$ cat src/rtl/sfp_pkg.sv
// sfp_pkg: shared constants and types for the SFP RX frame decoder.
// Holds the default K-word marker values, the idle fill word, charisk codes,
// the decoder FSM state enum, the decoded-word classification and a saturating
// increment helper.
package sfp_pkg;

  localparam logic [31:0] VS_POSE_DATA1_DEF = 32'h55a101bc;
  localparam logic [31:0] VS_POSE_DATA2_DEF = 32'h55a102bc;
  localparam logic [31:0] DATA_START1_DEF   = 32'h55a105bc;
  localparam logic [31:0] DATA_START2_DEF   = 32'h55a106bc;
  localparam logic [31:0] DATA_END1_DEF     = 32'h55a107bc;
  localparam logic [31:0] DATA_END2_DEF     = 32'h55a108bc;
  localparam logic [31:0] UNUSE_DATA_DEF    = 32'h55a109bc;
  localparam logic [31:0] FILL_WORD         = 32'ha151a252;
  localparam int          LINK_TIMEOUT_DEF  = 4096;

  // Per-byte K flags: plain data, and a K character in the low byte only.
  localparam logic [3:0]  CHARISK_DATA = 4'b0000;
  localparam logic [3:0]  CHARISK_K    = 4'b0001;

  typedef enum logic [2:0] {
    ST_IDLE,
    ST_VS1,
    ST_SOF1,
    ST_DATA,
    ST_EOF1
  } state_e;

  // Classification of one received word after the input register.
  typedef enum logic [3:0] {
    KW_DATA,
    KW_VS1,
    KW_VS2,
    KW_START1,
    KW_START2,
    KW_END1,
    KW_END2,
    KW_UNUSE,
    KW_UNKNOWN,
    KW_BAD
  } kword_e;

  function automatic logic [15:0] sat_inc16(input logic [15:0] v);
    return (v == 16'hFFFF) ? v : v + 16'd1;
  endfunction

endpackage

$ cat src/rtl/sfp_link_monitor.sv
// sfp_link_monitor: link status tracker for the SFP RX decoder.
// link_ok rises on any recognised K-word, falls on a misaligned charisk or
// after TIMEOUT consecutive cycles without a recognised K-word.
module sfp_link_monitor #(
  parameter int TIMEOUT = 4096
) (
  input  logic clk_i,
  input  logic rst_ni,
  input  logic k_valid_i,
  input  logic k_bad_i,
  output logic link_ok_o
);

  localparam int CW = (TIMEOUT > 1) ? $clog2(TIMEOUT) : 1;
  localparam logic [CW-1:0] LIM = CW'(TIMEOUT - 1);

  logic [CW-1:0] cnt_q;
  logic          link_q;

  // Idle counter saturates at LIM; link drops once LIM cycles have elapsed with no K-word.
  always_ff @(posedge clk_i or negedge rst_ni) begin
    if (!rst_ni) begin
      cnt_q  <= '0;
      link_q <= 1'b0;
    end else if (k_valid_i) begin
      cnt_q  <= '0;
      link_q <= 1'b1;
    end else begin
      if (cnt_q != LIM) cnt_q <= cnt_q + 1'b1;
      if (k_bad_i || (cnt_q == LIM)) link_q <= 1'b0;
    end
  end

  assign link_ok_o = link_q;

endmodule

$ cat src/rtl/sfp_decoder.sv
// sfp_decoder: RX-side frame decoder between the GT receiver and the video sink.
// Strips fill, recovers VS pulses and START/END delimited payload frames,
// counts payload words, flags malformed frames and tracks link status.
// Latency: input register + registered FSM outputs = 2 cycles.
// Optional build macro SFP_DEC_STAT_EN enables the 16-bit saturating
// statistics counters; without it the stat_* outputs are tied to zero.
module sfp_decoder
  import sfp_pkg::*;
#(
  parameter logic [31:0] VS_POSE_DATA1 = VS_POSE_DATA1_DEF,
  parameter logic [31:0] VS_POSE_DATA2 = VS_POSE_DATA2_DEF,
  parameter logic [31:0] DATA_START1   = DATA_START1_DEF,
  parameter logic [31:0] DATA_START2   = DATA_START2_DEF,
  parameter logic [31:0] DATA_END1     = DATA_END1_DEF,
  parameter logic [31:0] DATA_END2     = DATA_END2_DEF,
  parameter logic [31:0] UNUSE_DATA    = UNUSE_DATA_DEF,
  parameter int          LINK_TIMEOUT  = LINK_TIMEOUT_DEF
) (
  input  logic        rx_clk,
  input  logic        rx_rst_n,
  input  logic [31:0] gt_rxdata,
  input  logic [3:0]  gt_rxcharisk,
  output logic        vs_out,
  output logic        sof_out,
  output logic        data_valid_out,
  output logic [31:0] data_out,
  output logic        eof_out,
  output logic [15:0] frame_words,
  output logic        frame_err,
  output logic        link_ok,
  output logic [15:0] stat_frames,
  output logic [15:0] stat_errs,
  output logic [15:0] stat_vs
);

  logic [31:0] rxdata_q;
  logic [3:0]  rxk_q;
  kword_e      kw;
  logic        k_valid;
  logic        k_bad;

  state_e      state_q;
  logic [15:0] count_q;
  logic [15:0] frame_words_q;
  logic [31:0] data_q;
  logic        dv_q;
  logic        vs_q;
  logic        sof_q;
  logic        eof_q;
  logic        err_q;

  // Stage 1: register the raw GT word and its K flags.
  always_ff @(posedge rx_clk or negedge rx_rst_n) begin
    if (!rx_rst_n) begin
      rxdata_q <= 32'h0;
      rxk_q    <= 4'h0;
    end else begin
      rxdata_q <= gt_rxdata;
      rxk_q    <= gt_rxcharisk;
    end
  end

  // Classify the stage-1 word as data, a known marker, an unknown K or misaligned K.
  always_comb begin
    kw = KW_BAD;
    if (rxk_q == CHARISK_DATA) begin
      kw = KW_DATA;
    end else if (rxk_q == CHARISK_K) begin
      if      (rxdata_q == VS_POSE_DATA1) kw = KW_VS1;
      else if (rxdata_q == VS_POSE_DATA2) kw = KW_VS2;
      else if (rxdata_q == DATA_START1)   kw = KW_START1;
      else if (rxdata_q == DATA_START2)   kw = KW_START2;
      else if (rxdata_q == DATA_END1)     kw = KW_END1;
      else if (rxdata_q == DATA_END2)     kw = KW_END2;
      else if (rxdata_q == UNUSE_DATA)    kw = KW_UNUSE;
      else                                kw = KW_UNKNOWN;
    end
  end

  assign k_valid = (kw != KW_DATA) && (kw != KW_UNKNOWN) && (kw != KW_BAD);
  assign k_bad   = (kw == KW_BAD);

  // Stage 2: frame FSM with registered pulses, payload and word count.
  always_ff @(posedge rx_clk or negedge rx_rst_n) begin
    if (!rx_rst_n) begin
      state_q       <= ST_IDLE;
      count_q       <= 16'h0;
      frame_words_q <= 16'h0;
      data_q        <= 32'h0;
      dv_q          <= 1'b0;
      vs_q          <= 1'b0;
      sof_q         <= 1'b0;
      eof_q         <= 1'b0;
      err_q         <= 1'b0;
    end else begin
      dv_q  <= 1'b0;
      vs_q  <= 1'b0;
      sof_q <= 1'b0;
      eof_q <= 1'b0;
      err_q <= 1'b0;
      case (state_q)
        ST_IDLE: begin
          if (kw == KW_VS1)         state_q <= ST_VS1;
          else if (kw == KW_START1) state_q <= ST_SOF1;
        end
        ST_VS1: begin
          if (kw == KW_VS2) vs_q <= 1'b1;
          state_q <= ST_IDLE;
        end
        ST_SOF1: begin
          if (kw == KW_START2) begin
            sof_q   <= 1'b1;
            count_q <= 16'h0;
            state_q <= ST_DATA;
          end else begin
            state_q <= ST_IDLE;
          end
        end
        ST_DATA: begin
          case (kw)
            KW_DATA: begin
              dv_q    <= 1'b1;
              data_q  <= rxdata_q;
              count_q <= sat_inc16(count_q);
            end
            KW_END1:   state_q <= ST_EOF1;
            // A new marker aborts the frame but is still honoured.
            KW_VS1: begin
              err_q   <= 1'b1;
              state_q <= ST_VS1;
            end
            KW_START1: begin
              err_q   <= 1'b1;
              state_q <= ST_SOF1;
            end
            default: begin
              err_q   <= 1'b1;
              state_q <= ST_IDLE;
            end
          endcase
        end
        ST_EOF1: begin
          if (kw == KW_END2) begin
            eof_q         <= 1'b1;
            frame_words_q <= count_q;
          end else begin
            err_q <= 1'b1;
          end
          state_q <= ST_IDLE;
        end
        default: state_q <= ST_IDLE;
      endcase
    end
  end

  sfp_link_monitor #(
    .TIMEOUT (LINK_TIMEOUT)
  ) u_link_monitor (
    .clk_i     (rx_clk),
    .rst_ni    (rx_rst_n),
    .k_valid_i (k_valid),
    .k_bad_i   (k_bad),
    .link_ok_o (link_ok)
  );

  assign vs_out         = vs_q;
  assign sof_out        = sof_q;
  assign data_valid_out = dv_q;
  assign data_out       = data_q;
  assign eof_out        = eof_q;
  assign frame_words    = frame_words_q;
  assign frame_err      = err_q;

`ifdef SFP_DEC_STAT_EN
  logic [15:0] stat_frames_q;
  logic [15:0] stat_errs_q;
  logic [15:0] stat_vs_q;

  // Event counters follow the registered pulses, saturating at 16'hFFFF.
  always_ff @(posedge rx_clk or negedge rx_rst_n) begin
    if (!rx_rst_n) begin
      stat_frames_q <= 16'h0;
      stat_errs_q   <= 16'h0;
      stat_vs_q     <= 16'h0;
    end else begin
      if (eof_q) stat_frames_q <= sat_inc16(stat_frames_q);
      if (err_q) stat_errs_q   <= sat_inc16(stat_errs_q);
      if (vs_q)  stat_vs_q     <= sat_inc16(stat_vs_q);
    end
  end

  assign stat_frames = stat_frames_q;
  assign stat_errs   = stat_errs_q;
  assign stat_vs     = stat_vs_q;
`else
  assign stat_frames = 16'h0;
  assign stat_errs   = 16'h0;
  assign stat_vs     = 16'h0;
`endif

endmodule

$ cat config.mk
export PLATFORM = sky130hd
export DESIGN_NAME = sfp_decoder
export DESIGN_NICKNAME = d
export VERILOG_FILES = /design/src/rtl/sfp_pkg.sv /design/src/rtl/sfp_link_monitor.sv /design/src/rtl/sfp_decoder.sv
export SDC_FILE = /design/constraint.sdc
export NUM_CORES = 1
export LEC_CHECK = 0
export CORE_UTILIZATION = 30
export CTS_CLUSTER_DIAMETER = 120
export DETAILED_ROUTE_END_ITERATION = 8
export MAX_ROUTING_LAYER = met4
export PLACE_DENSITY_LB_ADDON = 0.08
export RECOVER_POWER = 50
export REMOVE_ABC_BUFFERS = 1
export SLEW_MARGIN = 5
export SYNTH_ARGS = -nofsm -noshare
export SYNTH_HDL_FRONTEND = slang
export SYNTH_SLANG_ARGS = --single-unit
$ cat constraint.sdc
create_clock -name rx_clk -period 3.26 [get_ports rx_clk]
set_clock_uncertainty 0.1 [all_clocks]
set_input_delay 0.652 -clock rx_clk [delete_from_list [all_inputs] [get_ports rx_clk]]
set_output_delay 0.652 -clock rx_clk [all_outputs]
set_load 0.02 [all_outputs]
==> impl_summary.txt <==
----------------------------------------------------
[STA]
  Final Hold Fails ... 0
  Max frequency ... approximately 390 MHz
  Actual transition at the worst max-transition pin ... 1.678 ns
  Number of failing setup endpoints in the final timing report ... 0
  Final hold slack ... about 0.36 ns
  Setup WS post-layout ... 0.7209 ns
  Number of max-slew violations in the final report ... 122
  Tmin final ... 2.539 ns
  Setup TNS ... 0 ns
  Unrepaired setup endpoints after global routing ... false
  Final worst path period share ... 0.7789
  Tightest slew margin relative to the limit ... -0.1188

[CTS]
  Number of buffers inserted by hold repair at cts ... 0
  Skew-Pair Late Insertion Delay ... 0.41 ns
  Clock Root Buffer ... sky130_fd_sc_hd__clkbuf_16
  Quantity of gates resized following cts ... 0
  Setup bufs post-CTS ... 0
  Sink count of the clock tree ... 121
  Maximum buffer depth of the clock tree ... 2
  Clock-pin slew of the registers on the worst-case setup and hold paths ... 0.05 ns
  H-tree levels ... 4
  Clock buffers created by TritonCTS ... 17
  Clock tree from TritonCTS ... built

[Synth]
  Mean Syn Cell Area ... 10.50 µm²
  Most area-hungry cell type in the Yosys netlist ... sky130_fd_sc_hd__dfrtp_1
  Primary flip-flop cell chosen by synthesis mapping ... sky130_fd_sc_hd__dfrtp_1
  Sequential cell area fraction in the yosys report ... 0.5634
  Top-area cell type share of the netlist area ... 0.5634
  Cell Area, Synth ... 5374 µm²
  Number of flip-flops and latches in the synthesized netlist ... 121
  Top cells by area, synth ... sky130_fd_sc_hd__dfrtp_1 56%, sky130_fd_sc_hd__nand2_1 8.2%, sky130_fd_sc_hd__buf_4 6.7%
  Number of flops mapped to enable cells by yosys ... 0
  Number of warning messages in the yosys log ... 0
  Number of cells produced by synthesis ... 512
  Top post-synthesis cells by count ... 121 x sky130_fd_sc_hd__dfrtp_1, 117 x sky130_fd_sc_hd__nand2_1, 48 x sky130_fd_sc_hd__buf_4
  Most common cell in the synthesized netlist ... sky130_fd_sc_hd__dfrtp_1
  Async set or reset register ratio after synthesis ... 1.000
  Synth cell types ... 56

[Drt]
  Remaining number of nets flagged by the antenna check after routing ... 0
  Number of optimization iterations in the first detailed-route pass ... 4
  DRC violation count after routing ... 0
  Post-DR vias/cell ... ~4.5
  Average wire per cell in the routed design ... 13.89 µm
  Total number of vias ... 3777
  Starting DRC count in detailed routing ... 219
  Post-Route WL ... 11740 µm

[Worst setup path]
  Worst setup path end ... frame_words[9]
  End of the worst register-to-register path ... frame_words[9]
  Signal arrival time at the worst endpoint ... 2.73 ns
  Worst setup SP type ... flip-flop
  Endpoint type of the worst setup path ... flip-flop
  Type of the worst setup path ... reg2reg
  Reg2reg start ... rxk_q[1]
  Reg-to-reg setup timing slack ... 0.72 ns
  Logic depth of the worst register-to-register path ... 6
  Launching instance or port of the critical path ... rxk_q[1]
  Crit path required time ... ~3.5 ns
  Crit-path max FO ... 17

[Layout]
  Fill count ... 1711
  Area Overhead vs Synth ... 28.64%
  Area occupied by multi-input gates ... 2039 µm²
  Layout cell share with drive strength beyond 1 ... 0.1034
  Final-stage net count ... about 650
  Register area ... between 3000 and 4000 µm²

[Place]
  Hpwl dp ... roughly 8000 µm
  Number of buffers inserted by port buffering ... 91
  Worst slack, placed ... 0.7216 ns
  Weighted congestion at the end of routability-driven global placement ... 0.7823

[Global routing]
  Vias in the first global route ... 3705
  GRT overflow ... 0
  Global routing usage summed across all routing layers ... 0.1419
  First-pass GRT wire length ... 19130 µm
  Largest net degree at the start of global routing ... about 120
  Antenna violations before repair ... 1

[Power]
  Worst VDD drop ... approximately 340 µV
  Total power density per cell area ... between 500 and 600 nW/µm²
  Pleak ... ~3.1 nW

[Job]
  Max-cap violations ... 1

[Floorplanning]
  Chip height ... between 100 and 150 µm
  Width of the chip ... 135.8 µm
  Core box area ... 17420 µm²
  DIE AREA ... around 18000 µm²
  Initial cell density of the core ... 0.3085
  Core Rows ... 48
  Ports placed on the boundary ... 140

[Outcome]
  Outcome ... finished with violations
  Violations in the final reports ... capacitance limit, slew limit

[Hold path]
  Type of the worst min-delay path ... reg2reg

----------------------------------------------------
==> layout by cell type (no fill, tap or decap), types with 9 or more instances in the layout <==
cell	netlist	final
sky130_fd_sc_hd__clkbuf_16	0	17
sky130_fd_sc_hd__clkdlybuf4s50_1	0	54
sky130_fd_sc_hd__conb_1	1	48
sky130_fd_sc_hd__dfrtp_1	121	121
sky130_fd_sc_hd__dlygate4sd3_1	0	36
sky130_fd_sc_hd__mux2_4	9	9
sky130_fd_sc_hd__nand2_1	117	117
sky130_fd_sc_hd__nand3_1	16	16
sky130_fd_sc_hd__nor2_1	28	28
sky130_fd_sc_hd__nor4_1	12	12
sky130_fd_sc_hd__o21ai_0	14	14
==> metrics by stage <==
step / utilization / area (µm²) / power (mW) / std cells
after floorplan: - / 5086 / 1.631 / 490
after global placement: 0.3645 / 6349 / 1.717 / 814
after detailed placement: 0.3645 / 6349 / 1.719 / 814
after CTS: 0.3975 / 6923 / 3.604 / 844
after global routing: 0.3969 / 6913 / 3.680 / 845
final: 0.3969 / 6913 / 3.526 / 845
==> how the worst min path moves through the flow <==
stage,from,end,slack [ns],cells after the start
2_1_floorplan,rx_rst_n,count_q[0],0.26,0
3_3_place_gp,rxdata_q[5],data_out[5],0.35,2
3_5_place_dp,rxdata_q[3],data_out[3],0.35,2
4_1_cts,rx_rst_n,frame_words[15],0.27,2
5_1_grt,rxdata_q[3],data_out[3],0.38,2
6_report,rxdata_q[19],data_out[19],0.36,2
==> kinds of logic (layout without fill, tap and decap cells) <==
group / Yosys count / in the layout / share of synthesized area
XOR/XNOR: 8 / 8 / 0.01304
adder cells (fa/ha/maj): 2 / 2 / 0.004656
buffers and inverters: 74 / 134 / 0.08987
flip-flops: 121 / 121 / 0.5634
multiplexers: 19 / 19 / 0.04540
AND/OR/NAND/NOR: 230 / 230 / 0.2091
AO/OA/AOI/OAI: 57 / 57 / 0.07381
other: 1 / 49 / 0.0006978
==> worst max-delay path: stages (launching register included) <==
cell	delay (ns)
sky130_fd_sc_hd__dfrtp_1	0.39
sky130_fd_sc_hd__or3_4	0.43
sky130_fd_sc_hd__nor4b_4	0.44
sky130_fd_sc_hd__nand4_4	0.18
sky130_fd_sc_hd__or3_1	0.33
sky130_fd_sc_hd__buf_4	0.23
sky130_fd_sc_hd__mux2_4	0.32
==> state kept, by name, summed over array words and instances, names as in the netlist, 3 cells and up <==
signal and flops:
rxdata_q 32, rxk_q 4, u_link_monitor.cnt_q 12, state_q 3
frame_words 16, data_out 32, count_q 16
==> layer usage <==
| layer | global-route usage | up-vias | wire length, µm |
|---|---|---|---|
| met4 | 0.05680 | 0 | 176 |
| li1 | - | 1863 | - |
| met3 | 0.04623 | 13 | 603 |
| met2 | 0.2038 | 124 | 5257 |
| met5 | - | - | 0 |
| met1 | 0.1836 | 1777 | 5701 |
==> final cells by class <==
cell class | instances | area share
sequential | 121 | 0.4380
timing repair buffer | 99 | 0.1401
tap | 225 | 0.04072
clock inverter | 10 | 0.01846
multi-input combinational | 364 | 0.2950
clock buffer | 20 | 0.06462
antenna | 1 | 0.0003620
inverter | 5 | 0.002715
==> where the power goes <==
group	total [mW]	switching (mW)	internal, mW
Clock	1.85	0.645	1.20
Combinational	0.134	0.0931	0.0406
Sequential	1.54	0.0185	1.53
Total	3.53	0.756	2.77
Power figures use the tool's default switching activity.
